===== config.mk =====
export PLATFORM = sky130hd
export DESIGN_NAME = md_unit
export DESIGN_NICKNAME = d
export VERILOG_FILES = /design/src/rtl/md_unit.sv
export SDC_FILE = /design/constraint.sdc
export NUM_CORES = 1
export LEC_CHECK = 0
export CAP_MARGIN = 25
export CELL_PAD_IN_SITES_DETAIL_PLACEMENT = 0
export CELL_PAD_IN_SITES_GLOBAL_PLACEMENT = 1
export CORE_MARGIN = 5
export CORE_UTILIZATION = 25
export DETAILED_ROUTE_END_ITERATION = 16
export PLACE_DENSITY_LB_ADDON = 0.1
export SLEW_MARGIN = 20
export SYNTH_ARGS = -nofsm -noshare
export SYNTH_HDL_FRONTEND = slang
export SYNTH_SLANG_ARGS = --single-unit

===== constraint.sdc =====
create_clock -name clock -period 7.7 [get_ports clock]
set_input_delay 1.54 -clock clock [delete_from_list [all_inputs] [get_ports clock]]
set_output_delay 1.54 -clock clock [all_outputs]
set_load 0.01 [all_outputs]

===== src/rtl/md_unit.sv =====
// Signed multi-cycle multiply/divide unit: radix-2 Booth MUL and non-restoring DIV,
// one bit per clock, producing the 64-bit Z result as zhigh/zlow.
//
// state | meaning
// IDLE  | waiting for start; zhigh/zlow/div_zero hold the last result
// RUN   | one Booth or division step per cycle, counter counts down to 0
// FIN   | result registered, done pulses, back to IDLE next cycle
module md_unit #(
   parameter int WIDTH = 32
) (
   input  logic             clock,
   input  logic             reset_n,
   input  logic             start,
   input  logic             op,
   input  logic [WIDTH-1:0] opA,
   input  logic [WIDTH-1:0] opB,
   output logic [WIDTH-1:0] zhigh,
   output logic [WIDTH-1:0] zlow,
   output logic             busy,
   output logic             done,
   output logic             div_zero
);

   localparam int CW = (WIDTH > 1) ? $clog2(WIDTH) : 1;

   typedef enum logic [1:0] {IDLE, RUN, FIN} state_t;

   state_t           state, state_nxt;
   logic [CW-1:0]    cnt;
   logic             op_r;
   logic             sign_q;
   logic             sign_r;
   logic [WIDTH:0]   acc_a;
   logic [WIDTH:0]   m;
   logic [WIDTH-1:0] acc_q;
   logic             q_m1;

   logic [WIDTH:0]   a_step;
   logic [WIDTH:0]   r_shift;
   logic [WIDTH:0]   a_nxt;
   logic [WIDTH-1:0] q_nxt;
   logic             qm1_nxt;
   logic [WIDTH-1:0] rem;
   logic [WIDTH-1:0] abs_a;
   logic [WIDTH-1:0] abs_b;
   logic             div0;

   assign div0  = op & (opB == '0);
   assign abs_a = opA[WIDTH-1] ? -opA : opA;
   assign abs_b = opB[WIDTH-1] ? -opB : opB;

   always_ff @(posedge clock or negedge reset_n) begin
      if (!reset_n) begin
         state <= IDLE;
      end else begin
         state <= state_nxt;
      end
   end

   always_comb begin
      state_nxt = state;
      busy      = 1'b0;
      done      = 1'b0;
      case (state)
         IDLE: begin
            if (start) begin
               state_nxt = div0 ? FIN : RUN;
            end
         end
         RUN: begin
            busy = 1'b1;
            if (cnt == '0) begin
               state_nxt = FIN;
            end
         end
         FIN: begin
            busy      = 1'b1;
            done      = 1'b1;
            state_nxt = IDLE;
         end
         default: state_nxt = IDLE;
      endcase
   end

   // One iteration of the active algorithm, plus the corrected remainder magnitude
   // used when the last division step is retired.
   always_comb begin
      a_step  = acc_a;
      r_shift = '0;
      a_nxt   = acc_a;
      q_nxt   = acc_q;
      qm1_nxt = q_m1;
      if (!op_r) begin
         case ({acc_q[0], q_m1})
            2'b01:   a_step = acc_a + m;
            2'b10:   a_step = acc_a - m;
            default: a_step = acc_a;
         endcase
         {a_nxt, q_nxt, qm1_nxt} = {a_step[WIDTH], a_step, acc_q};
      end else begin
         r_shift = {acc_a[WIDTH-1:0], acc_q[WIDTH-1]};
         a_nxt   = acc_a[WIDTH] ? (r_shift + m) : (r_shift - m);
         q_nxt   = {acc_q[WIDTH-2:0], ~a_nxt[WIDTH]};
      end
      rem = a_nxt[WIDTH] ? (a_nxt[WIDTH-1:0] + m[WIDTH-1:0]) : a_nxt[WIDTH-1:0];
   end

   always_ff @(posedge clock or negedge reset_n) begin
      if (!reset_n) begin
         cnt      <= '0;
         op_r     <= 1'b0;
         sign_q   <= 1'b0;
         sign_r   <= 1'b0;
         acc_a    <= '0;
         acc_q    <= '0;
         m        <= '0;
         q_m1     <= 1'b0;
         zhigh    <= '0;
         zlow     <= '0;
         div_zero <= 1'b0;
      end else begin
         case (state)
            IDLE: begin
               if (start) begin
                  op_r     <= op;
                  div_zero <= div0;
                  cnt      <= CW'(WIDTH - 1);
                  q_m1     <= 1'b0;
                  acc_a    <= '0;
                  sign_q   <= opA[WIDTH-1] ^ opB[WIDTH-1];
                  sign_r   <= opA[WIDTH-1];
                  // DIV runs on magnitudes; MUL keeps the multiplicand sign-extended
                  if (op) begin
                     acc_q <= abs_a;
                     m     <= {1'b0, abs_b};
                  end else begin
                     acc_q <= opB;
                     m     <= {opA[WIDTH-1], opA};
                  end
                  if (div0) begin
                     zlow  <= '1;
                     zhigh <= opA;
                  end
               end
            end
            RUN: begin
               acc_a <= a_nxt;
               acc_q <= q_nxt;
               q_m1  <= qm1_nxt;
               cnt   <= cnt - CW'(1);
               if (cnt == '0) begin
                  if (!op_r) begin
                     zhigh <= a_nxt[WIDTH-1:0];
                     zlow  <= q_nxt;
                  end else begin
                     zlow  <= sign_q ? -q_nxt : q_nxt;
                     zhigh <= sign_r ? -rem : rem;
                  end
               end
            end
            default: ;
         endcase
      end
   end

endmodule


* Word level (Yosys, flattened, before mapping)
Cells that the tools add are included.
** Word-level totals
- Logic and storage cells :: 79
- Bits of input ports :: 68
- Flip-flop bits (word level) :: 174
- Output and inout port bits :: 67
** Operators by class
- Reduce and logical (&&, ||, !) cells :: 10
- Muxes and demuxes :: 36
- Bitwise operators :: 3
- Equal/unequal tests :: 8
- $add $sub $neg :: 10
** Operators with widths (number)
- $mux 32 :: 16
- $pmux 32 s2 :: 3
- $mux 33 :: 4
- $pmux 33 s2 :: 2
- $neg 32->32 :: 4
- $add 33x33->33 :: 2
- $sub 33x33->33 :: 2
- $add 32x32->32 :: 1
- $logic_not 32->1 :: 1
- $pmux 5 s2 :: 1
- $ne 2x2->1 const B :: 4
- $mux 2 :: 3
- $reduce_and 2->1 :: 3
- $logic_not 5->1 :: 1
- $mux 5 :: 1
- $sub 5x1->5 const B :: 1
- $eq 2x1->1 const B :: 2
- $eq 2x2->1 const B :: 2
- $mux 1 :: 4
- $pmux 2 s2 :: 1
- $reduce_and 4->1 :: 1
- $reduce_and 3->1 :: 1
- $logic_not 2->1 :: 1
- $pmux 1 s2 :: 1
- other kinds (5) :: 5

* Longest topological paths before layout
Gate-level depths: netlist of the first run.
- Depth after elaboration :: 10
- Depth in mapped cells :: 33
- Mapped depth without buffers :: 31

* Worst setup path before layout of the first run
Ideal clock, no wire load.
- Kind :: reg2reg
- From :: reg m[1]
- To :: reg zhigh[30]
- Setup time :: 137 ps
- Stages on the path, launching flop included :: 33
- Data required time :: 7563 ps
- Path slack :: 451 ps
- Arrival :: 7112 ps
- Buffers on the path :: 3
- Cell sequence :: dfrtp_1 -> nor3_1 -> nor3b_1 -> nor3b_1 -> nand2_1 -> nor4_1 -> and2_1 -> nand2b_1 -> nor2_1 -> a21oi_1 -> xnor2_1 -> ha_1 -> a21o_1 -> o21bai_1 -> a221oi_2 -> nor3_1 -> mux2_2 -> a2111oi_2 -> nand3_1 -> buf_6 -> buf_6 -> clkbuf_1 -> mux2i_1 -> ha_1 -> inv_1 -> nor2_1 -> nand4_1 -> nor3_1 -> a22oi_1 -> or2_2 -> o41ai_2 -> xnor2_1 -> o221ai_2
** Between the ends
- Cells in the longest elaborated chain, start to end :: 10
- Elaborated cells between the ends (all ways) :: 14
** RTL lines
- start, declared :: RTL line 34 : logic [WIDTH:0] m;
- start signal, assigned :: RTL line 135 : m <= {1'b0, abs_b};
- start signal, assigned :: RTL line 138 : m <= {opA[WIDTH-1], opA};
- $sub 33x33->33, or another cell as far along :: RTL line 96 : 2'b10: a_step = acc_a - m;
- $pmux 33 s2 or $mux 33 (tied branches) :: RTL line 94, 102
- $mux 33 :: RTL line 93 : if (!op_r) begin
- $add 32x32->32 :: RTL line 105 : rem = a_nxt[WIDTH] ? (a_nxt[WIDTH-1:0] + m[WIDTH-1:0]) : a_nxt[WIDTH-1:0];
- $mux 32 :: RTL line 105
- $neg 32->32 :: RTL line 157 : zhigh <= sign_r ? -rem : rem;
- $mux 32 :: RTL line 157
- $mux 32 (*) :: RTL line 152 : if (!op_r) begin
- $mux 32 (*) :: RTL line 151 : if (cnt == '0) begin
- $pmux 32 s2 (*) :: RTL line 122 : case (state)
- end signal, assigned :: RTL line 142 : zhigh <= opA;
- end signal, assigned :: RTL line 153 : zhigh <= a_nxt[WIDTH-1:0];
- end signal, assigned :: RTL line 157
- end, declared :: RTL line 17 : output logic [WIDTH-1:0] zhigh,
Every way passes the cells marked *; elsewhere a longest branch is shown, timed or not. The select of a mux whose other input is x is not followed.
A chain may end at the register's enable or synchronous reset.

* Worst setup path after layout of the first run
- From :: reg m[1]
- To :: reg zhigh[28]
Same word-level chain as after synthesis.

==> results of run 1 <==
cells by family (layout without fill, tap and decap cells):
logic type | count (synthesis) | in the layout
muxes | 77 | 77
buffers and inverters | 219 | 409
and+or+nand+nor | 929 | 929
AOI/OAI and AO/OA | 867 | 867
xor gates and xnor gates | 234 | 234
DFF | 174 | 174
adders and majority gates | 110 | 110
other | 0 | 1
critical path: cells and delay by family (launching register included):
| family | cells | cell delay [ps] |
|---|---|---|
| adder cells (fa/ha/maj) | 3 | 880 |
| XOR/XNOR | 4 | 880 |
| flip-flops | 1 | 410 |
| AND/OR/NAND/NOR | 10 | 1920 |
| AO/OA/AOI/OAI | 12 | 2590 |
| buffers and inverters | 3 | 450 |
metrics by stage:
stage	utilization, %	hold slack (ps)	instances
floorplan	-	451	2610
global placement	29.5	464	3799
detailed placement	29.6	473	3800
CTS	30.5	492	3832
global route	31.0	520	3840
finish	31.0	487	3841
repair_timing:
action,CTS,global route
endpoints found under the setup margin,13,25
resized for setup,11,76
pin swaps,0,12
buffers inserted,0,7
hold endpoints to repair,0,0
final timing paths:
path                       startpoint   endpoint  slack, ps  cells after the start
max reg2reg                      m[1]  zhigh[28]        430                     32
min in group asynchronous     reset_n   acc_q[7]       1030                      1
min                         zhigh[15]  zhigh[15]        490                      1
max                              m[1]  zhigh[28]        430                     32
max in group asynchronous     reset_n  acc_q[29]       5470                      2
min reg2reg                 zhigh[15]  zhigh[15]        490                      1
cell usage after synthesis, types with 8 or more instances:
cell type,n
nand2_1,307
nor2_1,269
o21ai_0,232
a21oi_1,205
dfrtp_1,174
xor2_1,146
clkbuf_1,123
ha_1,107
xnor2_1,86
nor3_1,66
a211oi_1,60
a21o_1,59
inv_1,56
mux2i_1,45
a31oi_1,41
o31ai_1,38
nand3_1,35
nand4_1,35
or3_1,32
nand2b_1,31
mux2_2,29
nor4_1,29
a22o_1,26
o211ai_1,26
nor2b_1,22
and2_1,21
buf_2,21
o21a_1,19
o21ai_1,17
or4_1,16
buf_1,14
o21bai_1,12
and3_1,11
o41ai_1,11
or2_2,10
o22ai_1,9
nor3b_1,8
metal layers:
metal | up-vias | wire [um] | part of all wire, % | track usage (%)
li1 | 9891 | - | - | -
met4 | 0 | 2280 | 2.4 | 5.66
met5 | - | 0 | 0 | 0
met3 | 86 | 3030 | 3.2 | 1.90
met2 | 466 | 43300 | 46 | 35.9
met1 | 10100 | 45200 | 48 | 31.1
area by class of cell:
class	count	share of cell area (%)
Timing Repair Buffer	319	11.6
Tap cell	1040	5.42
Sequential cell	174	18.2
Clock buffer	17	1.77
Clock inverter	15	0.839
Antenna cell	1	0.0104
Multi-Input combinational cell	2217	61.3
Inverter	58	0.907
state kept, by name, summed over array words and instances, names as in the netlist:
register	count
q_m1	1
m	33
zlow	32
sign_q	1
op_r	1
div_zero	1
sign_r	1
acc_q	32
acc_a	33
cnt	5
zhigh	32
state	2
==> out/qor.yml, run 1 <==
detailed_routing:
  routed_wl_mm: 93.8
  vias: 20600
  ant_nets: 0
  drtPass1Iterations: 6
  drt_iter0_drc: 1487
  drt-vias-per-instance: 5.35
  drc: 0
  wl_per_cell_um: 24.4
timing:
  slew_violations: 0
  setup_ws_ps: 427
  setup_viol: 0
  period_minus_slack_ps: 7270
  fin_tns_setup_ps: 0
  fmax_ghz: 0.137
  post-route-period-util_pct: 94.5
  worstMarginPinSlew_ps: 916
  finalClockSkew_ps: 19.0
  hold_violations: 0
  slew_headroom_pct: 38.5
clocking:
  ctsHtreeMaxLevel: 4
  cts-buffers-inserted: 17
  insertion_delay_ps: 480
  clk_path_buf_depth: 2
  tritoncts: "done"
  root_buffer: "clkbuf_16"
  clock-sinks: 174
  ctsHoldBuffers: 0
  clk_pin_slew_ps: 80
finish:
  regArea_um2: 4360
  fin_area_um2: 24000
  drive_above_1_share_pct: 13.4
  nets: 2965
  syn_to_final_growth_pct: 23.0
  final_common_cell: "nand2_1"
  final_cell_mix: "nand2_1, nor2_1, o21ai_0"
  fill_cells: 8417
  multi_input_area_um2: 14700
setup_path:
  startpoint_type: "register"
  path_class: "register to register"
  arrival_ps: 7620
  end_kind: "register"
  worstPathMaxFanout: 6
  slowest_delay_ps: 500
  slowest_stage: "or4b_4"
  crit_path_frequent_cell: "ha_1"
  required_ps: 8050
hold_path:
  hp-class: "register to register"
global_route:
  grt.total_usage_pct: 21.9
  grt_pass1_vias: 20500
  grt_max_degree: 76
  gr-total-overflow: 0
  antenna_found_initial: 1
  grt_pass1_wl_mm: 138
synth:
  ys_seq_area_share_pct: 22.3
  yosysTopAreaCellShare_pct: 22.3
  syn_inst: 2610
  ys_ff_latch: 174
  synth-compound-area-share_pct: 28.7
  ys.flop_type: "dfrtp_1"
  yosysTopAreaCell: "dfrtp_1"
  yosys-top-cells-area: "dfrtp_1, ha_1, xor2_1, o21ai_0, nand2_1"
  yosysUniqueCellTypes: 100
  synthXorXnorAreaFrac_pct: 10.6
  synth_edf_count: 0
  synth_top_family_by_area: "compound AO/OA/AOI/OAI gates"
  synth.net_count: 2788
  yosys.area_share.adder_pct: 7.17
  syn_area_um2: 19500
  synthArstFlopShare_pct: 100
  avgSynthCellArea_um2: 7.48
  synth-simple-area-share_pct: 22.5
  yosys_warnings: 0
  synth_mux_area_share_pct: 4.19
die:
  die_x_um: 289
  row_count: 102
  ioPinCount: 135
  start_util_pct: 25.2
  core_area_um2: 77500
  dieArea_um2: 83800
  die_y_um: 289
placed_design:
  port_buffers: 134
  postPlaceCellArea_um2: 22900
  dpl.hpwl_mm: 74.3
  post-place-ws_ps: -152
  place.gp.congestion: 0.891
run:
  cap_viol_max_count: 0
run_status:
  outcome: "complete, no violations"
Power of run 1 is not shown: default switching activity piles up to over one toggle a cycle in this logic, so the estimate is an artifact.
==> inputs of run 2 (changes only) <==
Settings changed: CORE_UTILIZATION 25 to 41.
==> run 2 against run 1 <==
Compared with the run above:
- critical path depth is 4 lower
- cell area is 4.1% lower
- clock-buffer cell count stayed put
- clock skew is 4.1 ps lower
- largest cell class unchanged
==> out/qor.yml, run 2 (synthesized netlist as in run 1, its figures left out) <==
run_status:
  outcome: "complete, no violations"
timing:
  post-route-period-util_pct: 96.2  # +1.8 points
  fin_tns_setup_ps: 0  # unchanged
  finalClockSkew_ps: 14.9  # -4.11 ps
  slew_violations: 0  # unchanged
  whs_ps: 487  # -0.237 ps
  setup_ws_ps: 292  # -136 ps
  setup_viol: 0  # unchanged
  period_minus_slack_ps: 7410  # +136 ps
  slew_headroom_pct: 32.6  # -5.9 points
  rsz0062_at_grt: "yes"
  worstMarginPinSlew_ps: 1010  # +91.2 ps
  fmax_ghz: 0.135  # -1.8%
  hold_violations: 0  # unchanged
die:
  ioPinCount: 135  # unchanged
  row_count: 80  # -22%
  start_util_pct: 41.1  # +16 points
  die_y_um: 228  # -21%
  core_area_um2: 47400  # -39%
  die_x_um: 228  # -21%
  dieArea_um2: 52100  # -38%
setup_path:
  cpLargestDelayFamily: "simple AND/OR/NAND/NOR gates"
  worstPathMaxFanout: 9  # +3
  cp_num_buf_inv: 3  # unchanged
  startpoint_type: "register"
  slowest_delay_ps: 510  # about the same
  ff2ff_path_depth: 28  # -13%
  crit_path_frequent_cell: "ha_1"
  end_kind: "register"
  required_ps: 8050  # about the same
  r2r-start: "m[1]"
  regToRegSetupSlack_ps: 290  # -140 ps
  path_class: "register to register"
  arrival_ps: 7760  # +140 ps
  r2r-end: "zhigh[27]"
  slowest_stage: "or4b_4"
detailed_routing:
  drt_iter0_drc: 1774  # +19%
  wl_per_cell_um: 24.3  # -0.37%
  routed_wl_mm: 81.9  # -13%
  drtPass1Iterations: 6  # unchanged
  drc: 0  # unchanged
  drt-vias-per-instance: 6.15  # +15%
  vias: 20700  # +0.63%
  ant_nets: 0  # unchanged
global_route:
  antenna_found_initial: 1  # unchanged
  gr-total-overflow: 0  # unchanged
  grt_pass1_wl_mm: 124  # -10%
  grt_max_degree: 83  # +9.2%
  grt_pass1_vias: 19700  # -3.9%
  grt.total_usage_pct: 30.3  # +8.4 points
finish:
  syn_to_final_growth_pct: 17.9
  final_cell_mix: "nand2_1, nor2_1, o21ai_0"
  stdcell_count: 3365  # -12%
  final_common_cell: "nand2_1"
  nets: 2914  # -1.7%
  drive_above_1_share_pct: 11.4  # -2.0 points
  largestRegisters: "acc_a (33), m (33)"
run:
  cap_viol_max_count: 0  # unchanged
placed_design:
  post-place-ws_ps: 1.25  # +153 ps
  dp_cells: 3325  # -13%
  dpl.hpwl_mm: 64.4  # -13%
  port_buffers: 134  # unchanged
  place.gp.congestion: 0.994  # +12%
clocking:
  tritoncts: "done"
  ctsHtreeMaxLevel: 4  # unchanged
  root_buffer: "clkbuf_16"
  insertion_delay_ps: 470  # about the same
  cts-buffers-inserted: 17  # unchanged
  ctsHoldBuffers: 0  # unchanged
  clk_path_buf_depth: 2  # unchanged
  clock-sinks: 174  # unchanged
  clk_pin_slew_ps: 80  # about the same
hold_path:
  min_to: "zhigh[7]"
  hp-class: "register to register"
  worstHoldPathCells: 1  # unchanged
  hp-start: "zhigh[7]"
## run 2: cell types whose count changed in the layout (fill, tap and decap cells not counted), moves of 3 or more
cell,previous run,this run
buf_4,183,133
nor4_2,7,4
xor2_2,4,0
nor4_1,22,25
xor2_1,142,146
## run 2: area by class of cell
class	count	area, um^2
Sequential cell	174	4360
Multi-Input combinational cell	2217	14700
Clock inverter	15	213
Antenna cell	1	2.50
Tap cell	615	769
Inverter	58	218
Timing Repair Buffer	268	2370
Fill cell	4800	24400
Clock buffer	17	425
## run 2: worst max path at each step
stage / startpoint / to / slack [ps] / cells after the start
final: m[1] / zhigh[27] / 290 / 28
after global routing: m[1] / zhigh[18] / -30 / 35
after CTS: m[0] / zhigh[25] / 7 / 31
after detailed placement: m[0] / zhigh[31] / 1 / 32
after global placement: m[0] / zhigh[31] / 80 / 32
after floorplan: m[1] / zhigh[30] / 450 / 32
## run 2: repair_timing
item / 4_1_cts / 5_1_grt
buffers inserted: 0 / 6
setup endpoints to repair: 1 / 24
endpoints found under the hold margin: 0 / 0
pin swaps: 0 / 9
resized for setup: 1 / 74
## run 2: stage by stage
| stage | utilization [%] | cell area [um^2] |
|---|---|---|
| finish | 48.5 | 23000 |
| global route | 48.5 | 23000 |
| CTS | 47.7 | 22600 |
| detailed placement | 46.4 | 22000 |
| global placement | 46.3 | 22000 |
| floorplan | - | 19500 |
## run 2: routing by layer
metal	up-vias	GRT usage, %	share of wire [%]
met1	10100	42.8	46
met5	-	0	0.016
met4	2	8.53	2.6
met3	105	3.46	5.7
met2	674	49.1	46
li1	9778	-	-
Power of run 2 is left out for the same reason.
==> inputs of run 3 (changes only) <==
Settings changed: PLACE_DENSITY from default to 0.78, PLACE_DENSITY_LB_ADDON 0.1 to default.
==> run 3 against run 2 <==
Compared with the run above:
- core utilization fell by 0.30 points
- worst hold slack lost 3.0 ps
- critical path depth down 1
- non-clock buffer count down 17
- sequential cell count unchanged
- clock skew grew 4.9 ps
- via count grew 0.63%
==> out/qor.yml, run 3 (synthesized netlist as in run 1, its figures left out) <==
run_status:
  outcome: "complete, no violations"
detailed_routing:
  drt_iter0_drc: 1856  # +4.6%
  wl_per_cell_um: 23.6  # -2.8%
  ant_nets: 0  # unchanged
  routed_wl_mm: 79.2  # -3.3%
  vias: 20800  # +0.63%
  drt-vias-per-instance: 6.22  # +1.2%
  drtPass1Iterations: 9  # +3
  drc: 0  # unchanged
timing:
  slew_violations: 0  # unchanged
  rsz0062_at_grt: "yes"
  post-route-period-util_pct: 96.7  # +0.44 points
  slew_headroom_pct: 30.4  # -2.3 points
  whs_ps: 484  # -2.96 ps
  fmax_ghz: 0.134  # -0.46%
  hold_violations: 0  # unchanged
  finalClockSkew_ps: 19.9  # +4.93 ps
  worstMarginPinSlew_ps: 1030  # +24.6 ps
  period_minus_slack_ps: 7440  # +34.0 ps
  setup_viol: 0  # unchanged
setup_path:
  required_ps: 8030  # -20 ps
  slowest_stage: "or4b_4"
  worstPathMaxFanout: 7  # -2
  cpLargestDelayFamily: "compound AO/OA/AOI/OAI gates"
  arrival_ps: 7770  # about the same
  crit_path_frequent_cell: "ha_1"
  cp_num_buf_inv: 2  # -1
  end_kind: "register"
  startpoint_type: "register"
  path_class: "register to register"
  slowest_delay_ps: 530  # +20 ps
die:
  ioPinCount: 135  # unchanged
  die_x_um: 228  # unchanged
  start_util_pct: 41.1  # unchanged
  die_y_um: 228  # unchanged
  core_area_um2: 47400  # unchanged
  row_count: 80  # unchanged
  dieArea_um2: 52100  # unchanged
finish:
  final_common_cell: "nand2_1"
  multi_input_area_um2: 14700  # about the same
  fill_cells: 4756  # -0.92%
  regArea_um2: 4360  # unchanged
  syn_to_final_growth_pct: 17.2
  largestRegisters: "acc_a (33), m (33)"
  diodes: 0  # -1
  nets: 2897  # -0.58%
  final_cell_mix: "nand2_1, nor2_1, o21ai_0"
  drive_above_1_share_pct: 10.8  # -0.62 points
clocking:
  root_buffer: "clkbuf_16"
  insertion_delay_ps: 470  # about the same
  ctsHtreeMaxLevel: 4  # unchanged
  cts-buffers-inserted: 17  # unchanged
  clock-sinks: 174  # unchanged
  clk_pin_slew_ps: 80  # about the same
  clk_path_buf_depth: 2  # unchanged
  tritoncts: "done"
global_route:
  grt_max_degree: 90  # +8.4%
  grt.total_usage_pct: 29.0  # -1.2 points
  grt_pass1_vias: 20000  # +1.8%
  grt_use_met1_pct: 40.0  # -2.9 points
  antenna_found_initial: 0  # -1
  gr-usage-met3_pct: 4.17  # +0.71 points
  grt_pass1_wl_mm: 120  # -3.0%
  gr-total-overflow: 0  # unchanged
  grt-busiest-layer: "met2"
  grt_use_met2_pct: 47.0  # -2.1 points
run:
  cap_viol_max_count: 0  # unchanged
hold_path:
  hp-class: "register to register"
placed_design:
  port_buffers: 134  # unchanged
  dpl.hpwl_mm: 62.0  # -3.6%
  place.gp.congestion: 1.02  # +2.6%
-- run 3: cell types whose count changed in the layout (fill, tap and decap cells not counted), sizes merged --
cell / previous run / this run
diode: 1 / 0
bufinv: 1 / 0
buf: 135 / 118
clkinv: 8 / 9
-- run 3: layer usage --
layer / up-vias / part of all wire, %
met5: - / 0
met4: 0 / 3.3
met3: 120 / 7.5
met2: 891 / 46
met1: 10100 / 44
li1: 9736 / -
-- run 3: timing repair --
item / 4_1_cts / 5_1_grt
hold buffers: 0 / 0
buffers inserted: 0 / 7
pin swaps: 0 / 11
setup endpoints to repair: 5 / 25
gates resized for setup: 1 / 72
-- run 3: worst paths after layout --
kind | start | to | slack [ps] | cells after the start
hold / removal | zhigh[5] | zhigh[5] | 480 | 1
setup reg to reg | m[1] | zhigh[29] | 260 | 27
max in group asynchronous | reset_n | op_r | 5260 | 2
hold reg to reg | zhigh[5] | zhigh[5] | 480 | 1
setup / recovery | m[1] | zhigh[29] | 260 | 27
min in group asynchronous | reset_n | cnt[1] | 1010 | 1
-- run 3: final cells by class --
type / count / area share, %
multi-input cells: 2217 / 64.1
flip-flops and latches: 174 / 19.1
repair buffers: 251 / 9.79
well taps: 615 / 3.36
clock buffers: 17 / 1.86
inverters: 58 / 0.952
clock inverters: 15 / 0.881
-- run 3: metrics by stage --
stage / cells / utilization, % / TNS, ps / cell area [um^2] / setup slack (ps)
floorplan: 2610 / - / 0 / 19500 / 451
global placement: 3306 / 46.0 / 0 / 21800 / 19.9
detailed placement: 3307 / 46.1 / -299 / 21900 / -115
CTS: 3339 / 47.4 / 0 / 22500 / 4.61
global route: 3347 / 48.2 / -113 / 22900 / -62.9
finish: 3347 / 48.2 / 0 / 22900 / 258
-- run 3: worst reg2reg max path: cells and delay by family (launching register included) --
kind / cells / cell delay (ps)
flops: 1 / 450
buf+inv: 2 / 320
simple gates: 9 / 2520
xor+xnor: 2 / 290
compound gates: 11 / 2760
fa+ha+maj: 3 / 990
Power of run 3 is left out for the same reason.
==> RTL change 1 (settings of run 2) <==
The parameter `WIDTH` goes from 32 to 16.
--- a/src/rtl/md_unit.sv
+++ b/src/rtl/md_unit.sv
@@ -6,7 +6,7 @@
 // RUN   | one Booth or division step per cycle, counter counts down to 0
 // FIN   | result registered, done pulses, back to IDLE next cycle
 module md_unit #(
-   parameter int WIDTH = 32
+   parameter int WIDTH = 16
 ) (
    input  logic             clock,
    input  logic             reset_n,
Ports: changed (resized opA, opB, zhigh and zlow); port bits go from 135 to 71. The function was not compared with the original's and may differ.
==> RTL change 1 against run 2 <==
Clock skew is 0.0049 ns higher; global-route usage shrank 4.0 points; first-iteration DRC count fell by 58%; design area down 54%; synthesized area is 52% lower; wire length fell by 58%; setup slack improved by 0.44 ns; worst hold slack worse by 0.0042 ns; sequential share of layout area up 3.0 points; sequential cell count is 81 lower.
Power is not shown: default switching activity piles up to over one toggle a cycle in this logic, so the estimate is an artifact.
==> RTL change 1: results (changes against run 2) <==
gp_congestion: 0.941  # -5.3%
via_count: 9348  # -55%
num-nets-final: 1351  # -54%
post-route-period-util: 0.905  # -0.0567
synth_compound_gate_area_share: 0.259  # -0.0280
reg_top3: "acc_a (17), m (17)"
synthTopCellsByArea: "dfrtp_1, ha_1, a21oi_1, nor2_1, xor2_1"
synth_commonest_cells: "nor2_1, nand2_1, a21oi_1"
n_fill_cell: 2308  # -52%
r2r_start: "m[2]"
drt_iter0_markers: 752  # -58%
reg2reg_to: "zhigh[15]"
yosysSeqAreaShare: 0.248  # +0.0252
path_max_fanout: 7  # -2
synth-xor-area-share: 0.104  # -0.00262
clk_latency_ns: 0.37  # -0.10 ns
drtPass1Iterations: 5  # -1
max_slew_margin: 0.367  # +0.0406
htree_levels: 3  # -1
skew_ns: 0.0198  # +0.00487 ns
diodes: 0  # -1
track_usage: 0.263  # -0.0401
port_buffers: 70  # -48%
layout-drive-gt1-share: 0.0564  # -0.0578
viasPerCell: 6.05  # -1.5%
grt_pass1_wl_um: 53200  # -57%
min_to: "div_zero"
status: "finished, final reports clean"
grt_max_degree: 63  # -24%
muxShareOfSynthArea: 0.0487  # +0.00680
syn-num-nets: 1318  # -53%
finalWirelength_um: 34400  # -58%
dp.cells: 1527  # -54%
hp-start: "div_zero"
ctsResizeCount: 0  # -1
grt_pass1_vias: 8847  # -55%
syn_inst: 1221  # -53%
synth_cell_types: 79  # -21%
## RTL change 1: cells by family after synthesis
group | Yosys count
mux | 43
xor+xnor | 111
buf+inv | 115
flops | 93
fa+ha+maj | 61
simple gates | 423
compound gates | 375
## RTL change 1: stage by stage
| stage | hold slack, ns | area [um^2] | utilization |
|---|---|---|---|
| after detailed placement | 0.467 | 10300 | 0.457 |
| final | 0.483 | 10600 | 0.471 |
| after floorplan | 0.462 | 9370 | - |
| after global routing | 0.512 | 10600 | 0.471 |
| after CTS | 0.486 | 10600 | 0.470 |
| after global placement | 0.460 | 10300 | 0.457 |
## RTL change 1: metal layers
layer / up-vias / GRT usage / part of all wire
li1: 4486 / - / -
met1: 4440 / 0.394 / 0.48
met2: 373 / 0.384 / 0.42
met3: 47 / 0.0508 / 0.075
met4: 2 / 0.0725 / 0.025
met5: - / 0 / 0.00038
## RTL change 1: worst max-delay path by stage
stage | startpoint | end | cells after the start
after CTS | m[1] | zhigh[15] | 25
after global routing | m[1] | zhigh[15] | 25
after global placement | m[1] | zhigh[14] | 24
final | m[2] | zhigh[15] | 22
after floorplan | m[1] | zhigh[14] | 26
after detailed placement | m[1] | zhigh[15] | 25
## RTL change 1: final cells by class
class,instances,area share
repair buffers,90,0.0798
multi-input cells,1013,0.623
well taps,285,0.0336
flip-flops and latches,93,0.219
clock inverters,7,0.00706
clock buffers,9,0.0212
inverters,47,0.0166
## RTL change 1: worst max-delay path, stage by stage, from the launching register on
cell and delay (ns):
dfrtp_1 0.47, nor3_1 0.40, nor3b_1 0.36, nor3b_1 0.46, nor3b_1 0.52, nor2_1 0.10
xnor2_1 0.15, ha_1 0.38, o21a_1 0.14, o311ai_0 0.55, a21boi_0 0.55, ha_1 0.39
a21o_1 0.20, a21oi_1 0.21, o21ai_0 0.23, a2111oi_0 0.55, nor3_1 0.19, mux2i_1 0.18
a21oi_1 0.09, xnor2_1 0.29, nand4_1 0.13, mux2_2 0.30, nand3_1 0.07
==> RTL change 2 (config.mk and constraints of run 2) <==
Without the edit above. Make the reset (`reset_n`) synchronous in 2 clocked blocks.
--- a/src/rtl/md_unit.sv
+++ b/src/rtl/md_unit.sv
@@ -49,7 +49,7 @@
    assign abs_a = opA[WIDTH-1] ? -opA : opA;
    assign abs_b = opB[WIDTH-1] ? -opB : opB;
 
-   always_ff @(posedge clock or negedge reset_n) begin
+   always_ff @(posedge clock) begin
       if (!reset_n) begin
          state <= IDLE;
       end else begin
@@ -105,7 +105,7 @@
       rem = a_nxt[WIDTH] ? (a_nxt[WIDTH-1:0] + m[WIDTH-1:0]) : a_nxt[WIDTH-1:0];
    end
 
-   always_ff @(posedge clock or negedge reset_n) begin
+   always_ff @(posedge clock) begin
       if (!reset_n) begin
          cnt      <= '0;
          op_r     <= 1'b0;
Check against the original RTL: differs if reset_n is asserted again (counterexample within 4 cycles, from zero or initial values and one cycle with reset_n low); with reset_n held inactive, the same outputs for 4 cycles.
==> RTL change 2 against run 2 <==
Sequential share of layout area is 3.3 points lower; wire length rose by 2.0%; worst hold slack got worse by 0.030 ns; design area is 2.8% lower; setup slack lost 0.0078 ns; critical path depth increased by 1; sequential cell count unchanged; synthesized area down 2.7%; global-route usage grew 1.6 points.
Power is left out: it rests on default switching activity, and per cell area and clock period it moved more than threefold.
==> RTL change 2: results (changes against run 2) <==
hp-start: "sign_r"
n_fill_cell: 4523  # -5.8%
grt_pass1_vias: 19900  # +1.1%
num-nets-final: 2951  # +1.3%
dp.cells: 3347  # +0.66%
critPathMaxStageDelay_ns: 0.44  # -0.07 ns
holdPathStages: 2  # +1
status: "finished, final reports clean"
yosysSeqAreaShare: 0.183  # -0.0396
antenna_found_initial: 0  # -1
drt_iter0_markers: 2041  # +15%
synth-async-reset-ratio: 0  # -1.00
max_slew_margin: 0.353  # +0.0264
synth_cell_types: 107  # +7.0%
crit_arrival_ns: 7.85  # +0.09 ns
reg2reg_to: "zhigh[28]"
synthTopCellsByArea: "dfxtp_1, nor2_1, ha_1, xor2_1, a21oi_1"
finalWirelength_um: 83500  # +2.0%
syn_avg_cell_area_um2: 7.14  # -4.6%
track_usage: 0.318  # +0.0156
layout-drive-gt1-share: 0.104  # -0.0101
grt_pass1_wl_um: 125000  # +0.82%
r2r_start: "m[3]"
yosysWarnings: 0  # unchanged
skew_ns: 0.0182  # +0.00327 ns
slowest_stage: "or3_4"
clk_latency_ns: 0.51  # +0.04 ns
holdWs_ns: 0.457  # -0.0297 ns
placed_area_um2: 21400  # -2.8%
dp_hpwl_um: 64900  # +0.77%
grt_max_degree: 98  # +18%
drtPass1Iterations: 5  # -1
path_max_fanout: 7  # -2
min_to: "sign_r"
wl_per_cell_um: 24.7  # +1.4%
diodes: 0  # -1
==> RTL change 2: cell types whose count changed after synthesis, moves of 16 or more <==
cell / before / now
nand2_1: 307 / 212
a22oi_1: 3 / 36
a21o_1: 59 / 40
nor2_1: 269 / 382
dfxtp_1: 0 / 174
nor3_1: 66 / 99
a21oi_1: 205 / 235
a311oi_1: 2 / 18
a211oi_1: 60 / 99
o21ai_0: 232 / 142
a22o_1: 26 / 1
dfrtp_1: 174 / 0
xnor2_1: 86 / 102
==> RTL change 2: layout make-up <==
cell class	count	area, um^2	share of cell area
multi-input combinational	2252	14900	0.665
tap	600	751	0.0336
sequential	174	3490	0.156
inverter	59	224	0.0100
timing repair buffer	269	2400	0.107
clock buffer	17	425	0.0190
clock inverter	15	213	0.00951
==> RTL change 2: cells by family after synthesis <==
| kind of cell | after synthesis | synth area share |
|---|---|---|
| AND/OR/NAND/NOR | 980 | 0.246 |
| buffers and inverters | 234 | 0.0497 |
| multiplexers | 64 | 0.0349 |
| AO/OA/AOI/OAI | 857 | 0.300 |
| flip-flops | 174 | 0.183 |
| XOR/XNOR | 241 | 0.112 |
| adder cells (fa/ha/maj) | 110 | 0.0737 |
==> RTL change 2: repair_timing <==
action                                  CTS  global route
setup buffers                             0             5
resized for setup                         8            49
pin swaps                                 0             7
endpoints found under the setup margin    7            23
hold buffers                              0             0
==> RTL change 2: per-stage QoR <==
stage | worst slack (ns) | setup TNS, ns
2_1_floorplan | 0.572 | 0
3_3_place_gp | -0.126 | -0.185
3_5_place_dp | -0.270 | -0.681
4_1_cts | 0.00232 | 0
5_1_grt | -0.0721 | -0.112
6_report | 0.284 | 0
==> RTL change 2: worst max-delay path by stage <==
stage / to / slack [ns] / startpoint / cells past startpoint
5_1_grt: zhigh[31] / -0.07 / m[1] / 32
3_3_place_gp: zhigh[28] / -0.13 / m[1] / 30
4_1_cts: zhigh[28] / 0.002 / m[1] / 30
6_report: zhigh[28] / 0.28 / m[3] / 29
3_5_place_dp: zhigh[28] / -0.27 / m[1] / 30
2_1_floorplan: zhigh[31] / 0.57 / m[1] / 31
==> RTL change 2: critical path, delay by kind of cell (launching register included) <==
family | cells | cell delay, ns
buffers and inverters | 1 | 0.19
AOI/OAI and AO/OA | 10 | 2.19
and+or+nand+nor | 13 | 3.34
adders and majority gates | 2 | 0.78
xor gates and xnor gates | 3 | 0.46
DFF | 1 | 0.38
==> RTL change 2: per-layer routing <==
| metal | track usage | routed length (um) | up-vias |
|---|---|---|---|
| met5 | 0 | 0 | - |
| met4 | 0.120 | 3220 | 0 |
| met3 | 0.0528 | 6350 | 141 |
| met2 | 0.483 | 36200 | 911 |
| met1 | 0.452 | 37800 | 10100 |
| li1 | - | - | 9999 |
